===== config.mk =====
export PLATFORM = sky130hd
export DESIGN_NAME = bj_input_ctl
export DESIGN_NICKNAME = d
export VERILOG_FILES = /design/src/rtl/bj_input_pkg.sv /design/src/rtl/bj_coin_pulse.sv /design/src/rtl/bj_input_ctl.sv
export SDC_FILE = /design/constraint.sdc
export NUM_CORES = 1
export LEC_CHECK = 0
export ABC_AREA = 1
export CAP_MARGIN = 20
export CORE_MARGIN = 10
export CORE_UTILIZATION = 30
export CTS_CLUSTER_DIAMETER = 150
export CTS_CLUSTER_SIZE = 25
export DETAILED_ROUTE_END_ITERATION = 7
export HOLD_SLACK_MARGIN = 0.02
export PLACE_DENSITY = 0.54
export SETUP_SLACK_MARGIN = 0.1
export SLEW_MARGIN = 0
export SYNTH_ARGS = -nofsm -noshare
export SYNTH_HDL_FRONTEND = slang
export SYNTH_HIERARCHICAL = 1
export SYNTH_SLANG_ARGS = --single-unit

===== constraint.sdc =====
create_clock -name clk_sys -period 1.9 [get_ports clk_sys]
set_input_delay 0.475 -clock clk_sys [delete_from_list [all_inputs] [get_ports clk_sys]]
set_output_delay 0.475 -clock clk_sys [all_outputs]
set_load 0.02 [all_outputs]

===== src/rtl/bj_input_pkg.sv =====
// rtl/bj_input_pkg.sv - Scancodes, key/joystick indices and coin FSM type for bj_input_ctl
package bj_input_pkg;

  // 9-bit codes are {extended, scancode}
  localparam logic [8:0] SC_P1_UP     = 9'h175;
  localparam logic [8:0] SC_P1_DOWN   = 9'h172;
  localparam logic [8:0] SC_P1_LEFT   = 9'h16B;
  localparam logic [8:0] SC_P1_RIGHT  = 9'h174;
  localparam logic [8:0] SC_P1_JUMP_A = 9'h029;
  localparam logic [8:0] SC_P1_JUMP_B = 9'h014;
  localparam logic [8:0] SC_P1_JUMP_C = 9'h114;
  localparam logic [8:0] SC_START1_A  = 9'h005;
  localparam logic [8:0] SC_START1_B  = 9'h016;
  localparam logic [8:0] SC_START2_A  = 9'h006;
  localparam logic [8:0] SC_START2_B  = 9'h01E;
  localparam logic [8:0] SC_COIN1     = 9'h02E;
  localparam logic [8:0] SC_COIN2     = 9'h036;
  localparam logic [8:0] SC_P2_UP     = 9'h02D;
  localparam logic [8:0] SC_P2_DOWN   = 9'h02B;
  localparam logic [8:0] SC_P2_LEFT   = 9'h023;
  localparam logic [8:0] SC_P2_RIGHT  = 9'h034;
  localparam logic [8:0] SC_P2_JUMP   = 9'h01C;
  localparam logic [8:0] SC_TEST      = 9'h02C;

  localparam int JOY_RIGHT  = 0;
  localparam int JOY_LEFT   = 1;
  localparam int JOY_DOWN   = 2;
  localparam int JOY_UP     = 3;
  localparam int JOY_JUMP   = 4;
  localparam int JOY_START1 = 5;
  localparam int JOY_START2 = 6;
  localparam int JOY_COIN   = 7;

  // Key-state slots; each player's five slots follow the {jump,right,left,down,up} ctl order
  localparam int KEY_P1_UP    = 0;
  localparam int KEY_P1_DOWN  = 1;
  localparam int KEY_P1_LEFT  = 2;
  localparam int KEY_P1_RIGHT = 3;
  localparam int KEY_P1_JUMP  = 4;
  localparam int KEY_P2_UP    = 5;
  localparam int KEY_P2_DOWN  = 6;
  localparam int KEY_P2_LEFT  = 7;
  localparam int KEY_P2_RIGHT = 8;
  localparam int KEY_P2_JUMP  = 9;
  localparam int KEY_START1   = 10;
  localparam int KEY_START2   = 11;
  localparam int KEY_COIN1    = 12;
  localparam int KEY_COIN2    = 13;
  localparam int KEY_TEST     = 14;
  localparam int NUM_KEYS     = 15;

  typedef enum logic [1:0] {IDLE, ACTIVE, GAP, WAIT_REL} coin_state_e;

  function automatic logic [NUM_KEYS-1:0] key_decode(input logic [8:0] code);
    logic [NUM_KEYS-1:0] m;
    m = '0;
    case (code)
      SC_P1_UP:                               m[KEY_P1_UP]    = 1'b1;
      SC_P1_DOWN:                             m[KEY_P1_DOWN]  = 1'b1;
      SC_P1_LEFT:                             m[KEY_P1_LEFT]  = 1'b1;
      SC_P1_RIGHT:                            m[KEY_P1_RIGHT] = 1'b1;
      SC_P1_JUMP_A, SC_P1_JUMP_B, SC_P1_JUMP_C: m[KEY_P1_JUMP] = 1'b1;
      SC_START1_A, SC_START1_B:               m[KEY_START1]   = 1'b1;
      SC_START2_A, SC_START2_B:               m[KEY_START2]   = 1'b1;
      SC_COIN1:                               m[KEY_COIN1]    = 1'b1;
      SC_COIN2:                               m[KEY_COIN2]    = 1'b1;
      SC_P2_UP:                               m[KEY_P2_UP]    = 1'b1;
      SC_P2_DOWN:                             m[KEY_P2_DOWN]  = 1'b1;
      SC_P2_LEFT:                             m[KEY_P2_LEFT]  = 1'b1;
      SC_P2_RIGHT:                            m[KEY_P2_RIGHT] = 1'b1;
      SC_P2_JUMP:                             m[KEY_P2_JUMP]  = 1'b1;
      SC_TEST:                                m[KEY_TEST]     = 1'b1;
      default:                                m = '0;
    endcase
    return m;
  endfunction

  function automatic logic [4:0] joy_dirs(input logic [4:0] j);
    return {j[JOY_JUMP], j[JOY_RIGHT], j[JOY_LEFT], j[JOY_DOWN], j[JOY_UP]};
  endfunction

  // Horizontal cabinet: up<-left, down<-right, left<-down, right<-up; jump untouched
  function automatic logic [4:0] rotate_dirs(input logic [4:0] c, input logic rot);
    return rot ? {c[4], c[0], c[1], c[3], c[2]} : c;
  endfunction

endpackage


===== src/rtl/bj_coin_pulse.sv =====
// rtl/bj_coin_pulse.sv - One-shot coin pulse of COIN_FRAMES frames, COIN_GAP frame gap, no auto-repeat
module bj_coin_pulse #(
  parameter int COIN_FRAMES = 4,
  parameter int COIN_GAP    = 4
) (
  input  logic clk_sys,
  input  logic reset_n,
  input  logic req,
  input  logic frame_tick,
  output logic coin
);
  import bj_input_pkg::*;

  localparam logic [3:0] LP_FRAMES_LAST = 4'(COIN_FRAMES - 1);
  localparam logic [3:0] LP_GAP_LAST    = 4'(COIN_GAP - 1);
  localparam bit         LP_HAS_GAP     = (COIN_GAP != 0);

  coin_state_e r_state;
  coin_state_e w_state_nxt;
  logic        r_req_prev;
  logic        r_rise;
  logic [3:0]  r_frame_cnt;
  logic        w_frames_done;
  logic        w_gap_done;

  // r_req_prev resets high so a request held through reset release is not an edge
  always_ff @(posedge clk_sys) begin
    if (!reset_n) begin
      r_req_prev <= 1'b1;
      r_rise     <= 1'b0;
    end else begin
      r_req_prev <= req;
      r_rise     <= req & ~r_req_prev;
    end
  end

  assign w_frames_done = frame_tick && (r_frame_cnt == LP_FRAMES_LAST);
  assign w_gap_done    = frame_tick && (r_frame_cnt == LP_GAP_LAST);

  always_ff @(posedge clk_sys) begin
    if (!reset_n) begin
      r_state <= IDLE;
    end else begin
      r_state <= w_state_nxt;
    end
  end

  always_ff @(posedge clk_sys) begin
    if (!reset_n) begin
      r_frame_cnt <= 4'd0;
    end else if (w_state_nxt != r_state) begin
      r_frame_cnt <= 4'd0;
    end else if (frame_tick && (r_state == ACTIVE || r_state == GAP)) begin
      r_frame_cnt <= r_frame_cnt + 4'd1;
    end
  end

  always_comb begin
    w_state_nxt = r_state;
    case (r_state)
      IDLE: begin
        if (r_rise) w_state_nxt = ACTIVE;
      end
      ACTIVE: begin
        if (w_frames_done) w_state_nxt = LP_HAS_GAP ? GAP : WAIT_REL;
      end
      GAP: begin
        if (w_gap_done) w_state_nxt = WAIT_REL;
      end
      WAIT_REL: begin
        if (!req) w_state_nxt = IDLE;
      end
      default: w_state_nxt = IDLE;
    endcase
  end

  always_comb begin
    coin = 1'b0;
    if (r_state == ACTIVE) coin = 1'b1;
  end

endmodule


===== src/rtl/bj_input_ctl.sv =====
// rtl/bj_input_ctl.sv - Bomb Jack input stage: PS/2 key states, pad merge, rotate remap, coin shaping
module bj_input_ctl #(
  parameter int COIN_FRAMES = 4,
  parameter int COIN_GAP    = 4
) (
  input  logic        clk_sys,
  input  logic        reset_n,
  input  logic [10:0] ps2_key,
  input  logic [15:0] joystick_0,
  input  logic [15:0] joystick_1,
  input  logic        rotate,
  input  logic        vblank,
  output logic [4:0]  p1_ctl,
  output logic [4:0]  p2_ctl,
  output logic        p1_start,
  output logic        p2_start,
  output logic        p1_coin,
  output logic        p2_coin,
  output logic        test
);
  import bj_input_pkg::*;

  logic                r_toggle;
  logic [NUM_KEYS-1:0] r_keys;
  logic                r_vblank_prev;
  logic [4:0]          r_p1_ctl;
  logic [4:0]          r_p2_ctl;
  logic                r_p1_start;
  logic                r_p2_start;
  logic                r_test;

  logic                w_event;
  logic [NUM_KEYS-1:0] w_key_mask;
  logic [4:0]          w_p1_merged;
  logic [4:0]          w_p2_merged;
  logic                w_start1;
  logic                w_start2;
  logic                w_coin1_req;
  logic                w_coin2_req;
  logic                w_frame_tick;
  logic [7:0]          w_unused_joy;

  assign w_event      = ps2_key[10] ^ r_toggle;
  assign w_key_mask   = key_decode(ps2_key[8:0]);
  assign w_unused_joy = joystick_0[15:8] ^ joystick_1[15:8];

  // Toggle copy tracks the input even in reset so release never looks like an event
  always_ff @(posedge clk_sys) begin
    if (!reset_n) begin
      r_toggle <= ps2_key[10];
      r_keys   <= '0;
    end else begin
      r_toggle <= ps2_key[10];
      if (w_event) begin
        r_keys <= (r_keys & ~w_key_mask) | (w_key_mask & {NUM_KEYS{ps2_key[9]}});
      end
    end
  end

  always_ff @(posedge clk_sys) begin
    if (!reset_n) begin
      r_vblank_prev <= vblank;
    end else begin
      r_vblank_prev <= vblank;
    end
  end

  assign w_frame_tick = vblank & ~r_vblank_prev;

  assign w_p1_merged = r_keys[KEY_P1_JUMP:KEY_P1_UP] | joy_dirs(joystick_0[4:0]);
  assign w_p2_merged = r_keys[KEY_P2_JUMP:KEY_P2_UP] | joy_dirs(joystick_1[4:0]);
  assign w_start1    = r_keys[KEY_START1] | joystick_0[JOY_START1] | joystick_1[JOY_START1];
  assign w_start2    = r_keys[KEY_START2] | joystick_0[JOY_START2] | joystick_1[JOY_START2];
  assign w_coin1_req = r_keys[KEY_COIN1] | joystick_0[JOY_COIN];
  assign w_coin2_req = r_keys[KEY_COIN2] | joystick_1[JOY_COIN];

  always_ff @(posedge clk_sys) begin
    if (!reset_n) begin
      r_p1_ctl   <= 5'd0;
      r_p2_ctl   <= 5'd0;
      r_p1_start <= 1'b0;
      r_p2_start <= 1'b0;
      r_test     <= 1'b0;
    end else begin
      r_p1_ctl   <= rotate_dirs(w_p1_merged, rotate);
      r_p2_ctl   <= rotate_dirs(w_p2_merged, rotate);
      r_p1_start <= w_start1;
      r_p2_start <= w_start2;
      r_test     <= r_keys[KEY_TEST];
    end
  end

  assign p1_ctl   = r_p1_ctl;
  assign p2_ctl   = r_p2_ctl;
  assign p1_start = r_p1_start;
  assign p2_start = r_p2_start;
  assign test     = r_test;

  bj_coin_pulse #(
    .COIN_FRAMES (COIN_FRAMES),
    .COIN_GAP    (COIN_GAP)
  ) u_coin1 (
    .clk_sys    (clk_sys),
    .reset_n    (reset_n),
    .req        (w_coin1_req),
    .frame_tick (w_frame_tick),
    .coin       (p1_coin)
  );

  bj_coin_pulse #(
    .COIN_FRAMES (COIN_FRAMES),
    .COIN_GAP    (COIN_GAP)
  ) u_coin2 (
    .clk_sys    (clk_sys),
    .reset_n    (reset_n),
    .req        (w_coin2_req),
    .frame_tick (w_frame_tick),
    .coin       (p2_coin)
  );

endmodule


; After elaboration in Yosys (flattened, before gate mapping)
; Cells that the tools add are included.
[totals]
ff_bits = 46
latch_bits = 0
ramBits = 0
mem_bits_ro = 0
input_bits = 47
memories = 0
[op_classes]
add_sub_neg = 2
mul = 0
div = 0
n_lt_le_gt_ge = 0
eq_ne = 29
n_shift = 0
muxes = 29
bitwise_logic = 20
n_reduce_logical = 13
[ops]
columns = op, count
row1 = equality test 9 x 6 -> 1 bit (second input constant), 8
row2 = equality test 9 bit (second input constant), 5
row3 = equality test 9 x 5 -> 1 bit (second input constant), 4
row4 = AND 15 bit, 2
row5 = equality test 9 x 3 -> 1 bit (second input constant), 2
row6 = 2-to-1 mux 1 bit, 17
row7 = 2-to-1 mux 2 bit, 8
row8 = case mux 2 bit (4 select lines), 2
row9 = NOT 15 bit, 1
row10 = OR 15 bit, 1
row11 = OR 5 bit, 2
row12 = adder 4 x 1 -> 4 bit (second input constant), 2
row13 = equality test 2 bit (second input constant), 4
row14 = equality test 4 x 2 -> 1 bit (second input constant), 2
row15 = 2-to-1 mux 4 bit, 2
row16 = OR reduction 2 bit, 4
row17 = OR 1 bit, 6
row18 = equality test 2 x 1 -> 1 bit (second input constant), 2
row19 = logical AND 1 bit, 4
row20 = logical NOT 2 bit, 2
row21 = != test 2 bit, 2
row22 = NOT 1 bit, 4
row23 = AND 1 bit, 3
row24 = OR reduction 3 bit, 1
row25 = other kinds (2), 3

; Longest topological paths before layout
; Gate-level depths: netlist (run 1).
[logic_depth]
depth_word = 7
mapped_depth = 12
ltp_nobuf = 12

; Cells and area by module
; Netlist (run 1), hierarchy kept.
[by_module_without_submodules]
columns = mod, instances, cells_per_inst, area_per_inst_um2, seq_area_each_um2
row1 = bj_input_ctl, 1, 215, 1445.1, 600.6
row2 = bj_coin_pulse, 2, 63, 465.4, 160.2

; Least setup slack after synthesis (run 1)
; Ideal clock, no wire load.
[synth_path]
kind = input to register
startpoint = input port vblank
endpoint = register u_coin1.r_frame_cnt[0]
setup_time_ns = 0.078
t_arrival_ns = 1.395
setup_slack_ns = 0.427
cell_stages = 12
cell_sequence = inv_1 > nor2_1 > nand2_1 > inv_1 > nand2_1 > nand2_1 > nand2_1 > nand2_2 > nand2_1 > nand2_1 > nand2_2 > nor3_1
[synth_between]
elab_chain_len = 6
[synth_rtl]
columns = item, line_no
row1 = start: declaration, bj_input_ctl.sv:12  ; input logic vblank,
row2 = AND 1 bit (*), bj_input_ctl.sv:68  ; assign w_frame_tick = vblank & ~r_vblank_prev;
row3 = named net w_frame_tick, bj_input_ctl.sv:40  ; logic w_frame_tick;
row4 = logical AND 1 bit, "bj_coin_pulse.sv:37, bj_coin_pulse.sv:38"
row5 = "2-to-1 mux 2 bit, on equally long branches", "bj_coin_pulse.sv:68, bj_coin_pulse.sv:65"
row6 = case mux 2 bit (4 select lines), bj_coin_pulse.sv:60  ; case (r_state)
row7 = != test 2 bit, bj_coin_pulse.sv:51  ; end else if (w_state_nxt != r_state) begin
row8 = OR reduction 2 bit (no line), --
row9 = end signal: assignment, bj_coin_pulse.sv:54  ; r_frame_cnt <= r_frame_cnt + 4'd1;
row10 = end: declaration, bj_coin_pulse.sv:22  ; logic [3:0] r_frame_cnt;
; Mark *: on every way through the listed nets, which the timed path passes. The rest lies on a longest branch.
; A chain may end at the register's enable or synchronous reset.

; Worst setup path after layout (run 1)
[layout_path]
startpoint = register u_coin2.r_state[1]
endpoint = output port p2_coin
[layout_between]
elab_chain_len = 2
[layout_rtl]
columns = item, line_no
row1 = start: declaration, bj_coin_pulse.sv:18  ; coin_state_e r_state;
row2 = start signal: assignment, bj_coin_pulse.sv:44  ; r_state <= w_state_nxt;
row3 = equality test 2 x 1 -> 1 bit, bj_coin_pulse.sv:79  ; if (r_state == ACTIVE) coin = 1'b1;
row4 = 2-to-1 mux 1 bit, bj_coin_pulse.sv:79
row5 = end: declaration, bj_input_ctl.sv:18  ; output logic p2_coin,
; Every way passes these cells.

==> results of run 1 <==
metal layers:
| metal | vias to the layer above | global-route usage |
|---|---|---|
| met5 | - | 0 |
| met4 | 0 | 0.0480 |
| met3 | 9 | 0.0289 |
| met2 | 36 | 0.166 |
| met1 | 1010 | 0.121 |
| li1 | 1216 | - |
through the flow:
| step | TNS (ns) | instance area, µm² | hold WS (ns) |
|---|---|---|---|
| 4_1_cts | 0 | 3200 | 0.397 |
| 3_3_place_gp | -1.73 | 3090 | 0.378 |
| 6_report | 0 | 3270 | 0.335 |
| 3_5_place_dp | -1.81 | 3090 | 0.385 |
| 5_1_grt | 0 | 3270 | 0.335 |
| 2_1_floorplan | 0 | 2380 | 0.375 |
synth_stat cells:
master    count  area [µm²]
a21oi_2       1        8.76
o21ai_1       2        10.0
a21oi_1      14        70.1
nor2_2        6        37.5
or2_2        10        62.6
ha_1         10         125
clkbuf_1      2        7.51
xor2_1        4        35.0
dfxtp_1      46         921
nor3_2        1        10.0
mux2_2        2        22.5
inv_1        31         116
nor2_1       66         248
xnor2_1       2        17.5
nor3_1       14        70.1
nand2_4       1        11.3
and2_1        1        6.26
nand2_2       7        43.8
inv_2         3        11.3
nor2_4        3        33.8
o21ai_0      12        60.1
nand2_1      71         267
nand3_1      25         125
buf_4         1        7.51
nand3_2       3        30.0
nand4_1       3        18.8
layout make-up:
| class | count | area [µm²] | share of cell area |
|---|---|---|---|
| Clock inverter | 3 | 40.0 | 0.0122 |
| Inverter | 34 | 128 | 0.0390 |
| Timing Repair Buffer | 64 | 603 | 0.184 |
| Clock buffer | 5 | 68.8 | 0.0210 |
| Sequential cell | 46 | 923 | 0.282 |
| Tap cell | 102 | 128 | 0.0390 |
| Multi-Input combinational cell | 258 | 1380 | 0.422 |
worst paths after layout:
check / from / endpoint
setup / recovery: u_coin2/r_state[1]$_SDFF_PN0_ / p2_coin
hold / removal: vblank / r_vblank_prev$_DFF_P_
setup reg to reg: u_coin2/r_state[0]$_SDFF_PN0_ / u_coin2/r_frame_cnt[3]$_SDFFE_PP0P_
hold reg to reg: u_coin1/r_req_prev$_SDFF_PN1_ / u_coin1/r_rise$_SDFF_PN0_
cells in the final DEF (no fill, tap or decap), types with 7 or more instances in the layout:
cell             Yosys  routed
nand2_1             71      67
inv_1               31      30
nor3_2               1       8
buf_4                1      18
o21ai_0             12      12
dfxtp_1             46      44
nor2_1              66      65
or2_2               10      10
nand2_2              7      11
nand3_1             25      25
nor3_1              14       7
clkdlybuf4s50_1      0      42
a21oi_1             14      14
ha_1                10      10
cells by family (layout without fill, tap and decap cells):
family / count (synthesis) / after routing / synth area share
muxes: 2 / 2 / 0.00948
buffers and inverters: 37 / 106 / 0.0600
AOI/OAI and AO/OA: 29 / 29 / 0.0627
and+or+nand+nor: 211 / 211 / 0.405
DFF: 46 / 46 / 0.388
adders and majority gates: 10 / 10 / 0.0527
xor gates and xnor gates: 6 / 6 / 0.0221
timing repair:
| action | in CTS | in global routing |
|---|---|---|
| setup endpoints to repair | 7 | 10 |
| resized for setup | 4 | 20 |
| pin swaps | 0 | 4 |
| buffers inserted | 0 | 1 |
worst max-delay path, stage by stage, from the launching register on:
cell,delay [ns]
dfxtp_2,0.38
inv_1,0.06
ha_1,0.21
clkdlybuf4s15_1,0.29
where the power goes:
part | total, mW | internal (mW) | switching [mW] | leakage, nW
clock network | 0.718 | 0.387 | 0.330 | 0.0579
logic | 0.622 | 0.279 | 0.343 | 1.00
registers | 1.03 | 1.01 | 0.0284 | 0.377
total | 2.37 | 1.67 | 0.702 | 1.44
==> results_dict.tcl, run 1 <==
set metrics [dict create \
    first_pass_iters 4 \
    ctsLongestPathBuffers 2 \
    n_fill_cell 792 \
    finalHoldViolCount 0 \
    clock_sinks 46 \
    min_path_cells 1 \
    row_count 32 \
    ant_nets 0 \
    io_buffers 45 \
    first_global_vias 2225 \
    syn_to_final_growth_pct 37.7 \
    syn_inst 341 \
    wl_met2_um 2660 \
    dp_hpwl_um 4400 \
    startpoint_type "register" \
    ctsRootBufferMaster "clkbuf_8" \
    worstRegToRegCells 11 \
    crit_path_end_kind "primary output" \
    power.total_mw 2.37 \
    powerDensity_nw_per_um2 726 \
    crit_required_ns 1.42 \
    fin_ws_ns 0.185 \
    vias 2271 \
    routedWlPerCell_um 10.9 \
    die_h_um 109 \
    relSlewSlack 0.793 \
    io_pins 62 \
    post-place-ws_ns -0.227 \
    rrSetupSlack_ns 0.34 \
    drive_gt1_frac 0.195 \
    die_x_um 109 \
    worstPathArrival_ns 1.24 \
    place_congestion 0.810 \
    tightest_slew_ns 0.308 \
    cts_tree "done" \
    fin_cells 512 \
    final_nets 466 \
    worstSetupPathType "register to primary output" \
    antenna_found_initial 0 \
    min_period_ns 1.72 \
    grt_start_max_net_pins 31 \
    power.leakage_nw 1.44 \
    htreeDepth 2 \
    ys_warn_count 6 \
    synth_cell_type_count 26 \
    clkTransAtPathRegs_ns 0.08 \
    wirelength_um 5600 \
    hold_class "input pin to register" \
    ys_seq_area_frac 0.388 \
    cts_hold_buf 0 \
    setup_viol 0 \
    drc_errors 0 \
    syn_area_per_cell_um2 6.97 \
    clk_latency_ns 0.30 \
    max-vdd-ir-drop_mv 0.277 \
    core_um2 7730 \
    rsz0062_at_grt "no" \
    routedLengthMet1_um 2540 \
    ys_seq_elements 46 \
    via_per_inst 4.44 \
    gr-total-overflow 0 \
    grt.total_usage 0.102 \
    antenna_cells 0 \
    post-place-cells 503 \
    slew_viol_final 0 \
    top_layer "met4" \
    syn-cell-area_um2 2380 \
    drt_iter0_markers 81 \
    dieArea_um2 11900 \
    path_max_fanout 5 \
    status "completed" \
    grt_pass1_wl_um 9790 \
    fmax_mhz 583 \
    dr_wl_met3_um 299 \
    cap_viol_max_count 0 \
    skew_ns 0.00976 \
    fin_util 0.423 \
    synth.net_count 398 \
    cts-buffers-inserted 5 \
    initial_core_util 0.307 \
    fin_crit_sh 0.903 \
]
Note: power is estimated with default switching activity, not from simulation.
==> inputs of run 2 (changes only) <==
==> constraint.sdc (replaced) <==
create_clock -name clk_sys -period 2 [get_ports clk_sys]
set_input_delay 0.5 -clock clk_sys [delete_from_list [all_inputs] [get_ports clk_sys]]
set_output_delay 0.5 -clock clk_sys [all_outputs]
set_load 0.02 [all_outputs]
==> run 2 against run 1 <==
Net effect:
- flip-flop and latch count did not move
- first-iteration DRC count is 32% lower
- total power is 12% lower
==> results_dict.tcl, run 2 (same netlist as run 1, synthesis figures left out) <==
set metrics [dict create \
    status "completed" \
    grt_pass1_wl_um 9630 \
    post-place-ws_ns -0.141 \
    ant_nets 0 \
    die_x_um 109 \
    seqPwrFrac 0.470 \
    routedWlPerCell_um 10.8 \
    layout_common_cells "70 x nand2_1, 65 x nor2_1, 44 x dfxtp_1, 43 x clkdlybuf4s50_1, 31 x inv_1" \
    fin_util 0.405 \
    fin_crit_sh 0.898 \
    cp_top_family "buffers and inverters" \
    cts_tree "done" \
    ctsRootBufferMaster "clkbuf_8" \
    crit_path_top_delay_cell "dfxtp_2" \
    drive_gt1_frac 0.150 \
    path_buf_inv 2 \
    place_congestion 0.809 \
    worstPathArrival_ns 1.30 \
    clk_latency_ns 0.29 \
    clkPwrFrac 0.277 \
    layout_commonest_cell "nand2_1" \
    crit_required_ns 1.50 \
    switchingPower_mw 0.624 \
    r2r_start "u_coin1/r_state[0]$_SDFF_PN0_" \
    finalSetupTns_ns 0 \
    dp_hpwl_um 4350 \
    fmax_mhz 557 \
    finalHoldViolCount 0 \
    cap_viol_max_count 0 \
    antenna_found_initial 0 \
    cpPeakStageDelay_ns 0.35 \
    gr-total-overflow 0 \
    fin_ws_ns 0.204 \
    path_depth 3 \
    skew_ns 0.00313 \
    io_pins 62 \
    clkTransAtPathRegs_ns 0.08 \
    post_dp_cell_area_um2 3010 \
    rsz0062_at_grt "no" \
    crit_chain "inv_1, ha_1, clkdlybuf4s15_1" \
    wirelength_um 5420 \
    powerDensity_nw_per_um2 668 \
    worstSetupPathType "register to primary output" \
    grt_start_max_net_pins 31 \
    grt.total_usage 0.0973 \
    startpoint_type "register" \
    final_nets 455 \
    dieArea_um2 11900 \
    io_buffers 45 \
    min_from "u_coin1/r_req_prev$_SDFF_PN1_" \
    path_max_fanout 5 \
    hold_path_end "u_coin1/r_rise$_SDFF_PN0_" \
    slew_viol_final 0 \
    first_pass_iters 4 \
    design_area_um2 3130 \
    initial_core_util 0.307 \
    row_count 32 \
    postCtsSetupBuffers 0 \
    setup_viol 0 \
    hold_class "register to register" \
    syn_to_final_growth_pct 31.9 \
    power.total_mw 2.09 \
    tightest_slew_ns 0.409 \
    antenna_cells 0 \
    intPower_mw 1.47 \
    via_per_inst 4.51 \
    core_um2 7730 \
    worstRegToRegCells 6 \
    drt_iter0_markers 55 \
    r2r-end "u_coin1/r_frame_cnt[1]$_SDFFE_PP0P_" \
    clock_sinks 46 \
    power.leakage_nw 1.36 \
    min_path_cells 1 \
    vias 2262 \
    cts-buffers-inserted 5 \
    max-vdd-ir-drop_mv 0.324 \
    htreeDepth 2 \
    rrSetupSlack_ns 0.46 \
    first_global_vias 2232 \
    p_comb_frac 0.253 \
    crit_path_end_kind "primary output" \
    drc_errors 0 \
    ctsLongestPathBuffers 2 \
    die_h_um 109 \
    relSlewSlack 0.727 \
    p_sw_frac 0.298 \
    min_period_ns 1.80 \
]
[run 2: cell count changes in the layout (fill, tap and decap cells not counted), moves of 3 or more]
cell     delta
buf_4      -11
nor3_1      +4
nor3_2      -4
nand2_1     +3
nand2_2     -3
[run 2: power by group through the flow]
stage / logic (mW) / clock network (mW) / registers (mW)
after floorplan: 0.288 / 0 / 1.02
after global placement: 0.510 / 0 / 1.00
after detailed placement: 0.514 / 0 / 1.00
after CTS: 0.515 / 0.602 / 0.980
after global routing: 0.603 / 0.639 / 0.989
final: 0.530 / 0.580 / 0.983
[run 2: layout make-up]
class	count	area [µm²]
Sequential cell	46	923
Timing Repair Buffer	53	518
Tap cell	102	128
Inverter	34	128
Fill cell	787	4590
Clock inverter	1	5.00
Clock buffer	7	86.3
Multi-Input combinational cell	258	1350
[run 2: per-stage QoR]
stage / std cells / hold WS (ns)
after global placement: 493 / 0.377
after detailed placement: 493 / 0.385
final: 501 / 0.393
after floorplan: 341 / 0.375
after CTS: 501 / 0.397
after global routing: 501 / 0.405
[run 2: routing by layer]
metal,track usage,share of wire,vias to the layer above
met5,0,0,-
met4,0.0282,0.011,0
met3,0.0283,0.054,4
met2,0.168,0.47,39
met1,0.114,0.47,1025
li1,-,-,1194
[run 2: how the worst max path moves through the flow]
| stage | from | end |
|---|---|---|
| after floorplan | vblank | u_coin1/r_frame_cnt[0]$_SDFFE_PP0P_ |
| after global placement | vblank | u_coin2/r_frame_cnt[2]$_SDFFE_PP0P_ |
| after detailed placement | vblank | u_coin2/r_frame_cnt[2]$_SDFFE_PP0P_ |
| after CTS | u_coin1/r_state[1]$_SDFF_PN0_ | p1_coin |
| after global routing | u_coin2/r_state[1]$_SDFF_PN0_ | p2_coin |
| final | u_coin2/r_state[1]$_SDFF_PN0_ | p2_coin |
[run 2: timing repair]
action                                  in CTS  in global routing
hold buffers                                 0                  0
resized for setup                            2                 12
endpoints found under the setup margin       2                 10
==> inputs of run 3 (changes only) <==
--- a/config.mk
+++ b/config.mk
@@ -7,13 +7,16 @@
 export LEC_CHECK = 0
 export ABC_AREA = 1
 export CAP_MARGIN = 20
+export CELL_PAD_IN_SITES_DETAIL_PLACEMENT = 0
+export CELL_PAD_IN_SITES_GLOBAL_PLACEMENT = 1
 export CORE_MARGIN = 10
 export CORE_UTILIZATION = 30
+export CTS_BUF_LIST = sky130_fd_sc_hd__clkbuf_8
 export CTS_CLUSTER_DIAMETER = 150
 export CTS_CLUSTER_SIZE = 25
 export DETAILED_ROUTE_END_ITERATION = 7
 export HOLD_SLACK_MARGIN = 0.02
-export PLACE_DENSITY = 0.54
+export PLACE_DENSITY = 0.72
 export SETUP_SLACK_MARGIN = 0.1
 export SLEW_MARGIN = 0
 export SYNTH_ARGS = -nofsm -noshare
==> run 3 against run 2 <==
Net effect:
- register-to-register slack about the same
- total power is 4.2% higher
- clock power increased by 19%
- critical endpoint is now test
==> results_dict.tcl, run 3 (same netlist as run 1, synthesis figures left out) <==
set metrics [dict create \
    crit_path_top_delay_cell "clkdlybuf4s50_1" \
    antenna_cells 0 \
    fmax_mhz 578 \
    hold_class "register to register" \
    crit_required_ns 1.50 \
    worstPathArrival_ns 1.23 \
    core_um2 7730 \
    ctsLongestPathBuffers 2 \
    clk_latency_ns 0.30 \
    drive_gt1_frac 0.145 \
    die_x_um 109 \
    startpoint_type "register" \
    grt_pass1_wl_um 9380 \
    layout_commonest_cell "nand2_1" \
    first_pass_iters 4 \
    antenna_found_initial 0 \
    cts_hold_buf 0 \
    path_max_fanout 1 \
    powerDensity_nw_per_um2 697 \
    gr-total-overflow 0 \
    path_buf_inv 1 \
    drt_iter0_markers 58 \
    finalHoldViolCount 0 \
    routedWlPerCell_um 10.8 \
    htreeDepth 2 \
    clkTransAtPathRegs_ns 0.09 \
    power.total_mw 2.18 \
    skew_ns 0.0101 \
    r2r_start "u_coin1/r_state[0]$_SDFF_PN0_" \
    cp-endpoint "test" \
    fin_crit_sh 0.866 \
    setup_viol 0 \
    syn_to_final_growth_pct 31.7 \
    ant_nets 0 \
    post-place-ws_ns -0.151 \
    ctsRootBufferMaster "clkbuf_8" \
    dieArea_um2 11900 \
    layout_common_cells "71 x nand2_1, 65 x nor2_1, 44 x dfxtp_1, 43 x clkdlybuf4s50_1, 32 x inv_1" \
    max-vdd-ir-drop_mv 0.283 \
    dp_hpwl_um 4360 \
    whs_ns 0.384 \
    status "completed" \
    place_congestion 0.786 \
    drc_errors 0 \
    grt.total_usage 0.0968 \
    n_fill_cell 795 \
    power.leakage_nw 1.37 \
    final_nets 456 \
    grt_start_max_net_pins 31 \
    fin_ws_ns 0.269 \
    initial_core_util 0.307 \
    io_pins 62 \
    postCtsSetupBuffers 0 \
    io_buffers 45 \
    die_h_um 109 \
    r2r-end "u_coin1/r_frame_cnt[1]$_SDFFE_PP0P_" \
    worstSetupPathType "register to primary output" \
    row_count 32 \
    tightest_slew_ns 0.411 \
    cts-buffers-inserted 5 \
    wirelength_um 5440 \
    first_global_vias 2108 \
    cpPeakStageDelay_ns 0.61 \
    rrSetupSlack_ns 0.47 \
    rsz0062_at_grt "no" \
    crit_path_end_kind "primary output" \
    design_area_um2 3130 \
    worstRegToRegCells 6 \
    relSlewSlack 0.726 \
    via_per_inst 4.33 \
    clock_sinks 46 \
    startpoint "test$_SDFF_PN0_" \
    slew_viol_final 0 \
    post_dp_cell_area_um2 3020 \
    min_period_ns 1.73 \
    cts_tree "done" \
    crit_chain "clkdlybuf4s50_1" \
    vias 2172 \
    cp_top_family "buffers and inverters" \
    cap_viol_max_count 0 \
    min_path_cells 1 \
    path_depth 1 \
    fin_util 0.405 \
]
-- run 3: cell types whose count changed in the layout (fill, tap and decap cells not counted), sizes merged --
cell | before | now
buf | 8 | 9
bufinv | 0 | 1
clkbuf | 8 | 7
clkdlybuf4s15 | 1 | 0
clkinv | 1 | 0
clkinvlp | 0 | 1
inv | 34 | 35
-- run 3: layer usage --
| metal | track usage | share of wire | vias to the layer above |
|---|---|---|---|
| met4 | 0.0367 | 0.016 | 0 |
| met1 | 0.124 | 0.49 | 931 |
| met3 | 0.0307 | 0.061 | 5 |
| met2 | 0.148 | 0.43 | 40 |
| met5 | 0 | 0 | - |
| li1 | - | - | 1196 |
-- run 3: metrics by stage --
stage	TNS, ns	instances
2_1_floorplan	0	341
3_3_place_gp	-0.822	494
3_5_place_dp	-1.09	494
4_1_cts	0	502
5_1_grt	0	502
6_report	0	502
-- run 3: what timing repair did --
item / CTS / global route
pin swaps: 0 / 0
resized for setup: 2 / 8
setup endpoints to repair: 2 / 10
-- run 3: where the power goes --
part	switching, mW	internal, mW
Combinational	0.281	0.229
Clock	0.322	0.368
Sequential	0.0253	0.956
-- run 3: area by class of cell --
class | instances | area [µm²] | share of cell area
tap | 102 | 128 | 0.0408
clock buffer | 5 | 68.8 | 0.0220
clock inverter | 3 | 41.3 | 0.0132
sequential | 46 | 923 | 0.295
multi-input combinational | 258 | 1320 | 0.422
inverter | 34 | 128 | 0.0408
timing repair buffer | 54 | 520 | 0.166
-- run 3: how the worst min path moves through the flow --
stage | from | end | slack, ns
after floorplan | u_coin1/r_req_prev$_SDFF_PN1_ | u_coin1/r_rise$_SDFF_PN0_ | 0.38
after global placement | u_coin2/r_req_prev$_SDFF_PN1_ | u_coin2/r_rise$_SDFF_PN0_ | 0.38
after detailed placement | u_coin2/r_req_prev$_SDFF_PN1_ | u_coin2/r_rise$_SDFF_PN0_ | 0.39
after CTS | u_coin2/r_req_prev$_SDFF_PN1_ | u_coin2/r_rise$_SDFF_PN0_ | 0.39
after global routing | u_coin2/r_req_prev$_SDFF_PN1_ | u_coin2/r_rise$_SDFF_PN0_ | 0.39
final | u_coin2/r_req_prev$_SDFF_PN1_ | u_coin2/r_rise$_SDFF_PN0_ | 0.38
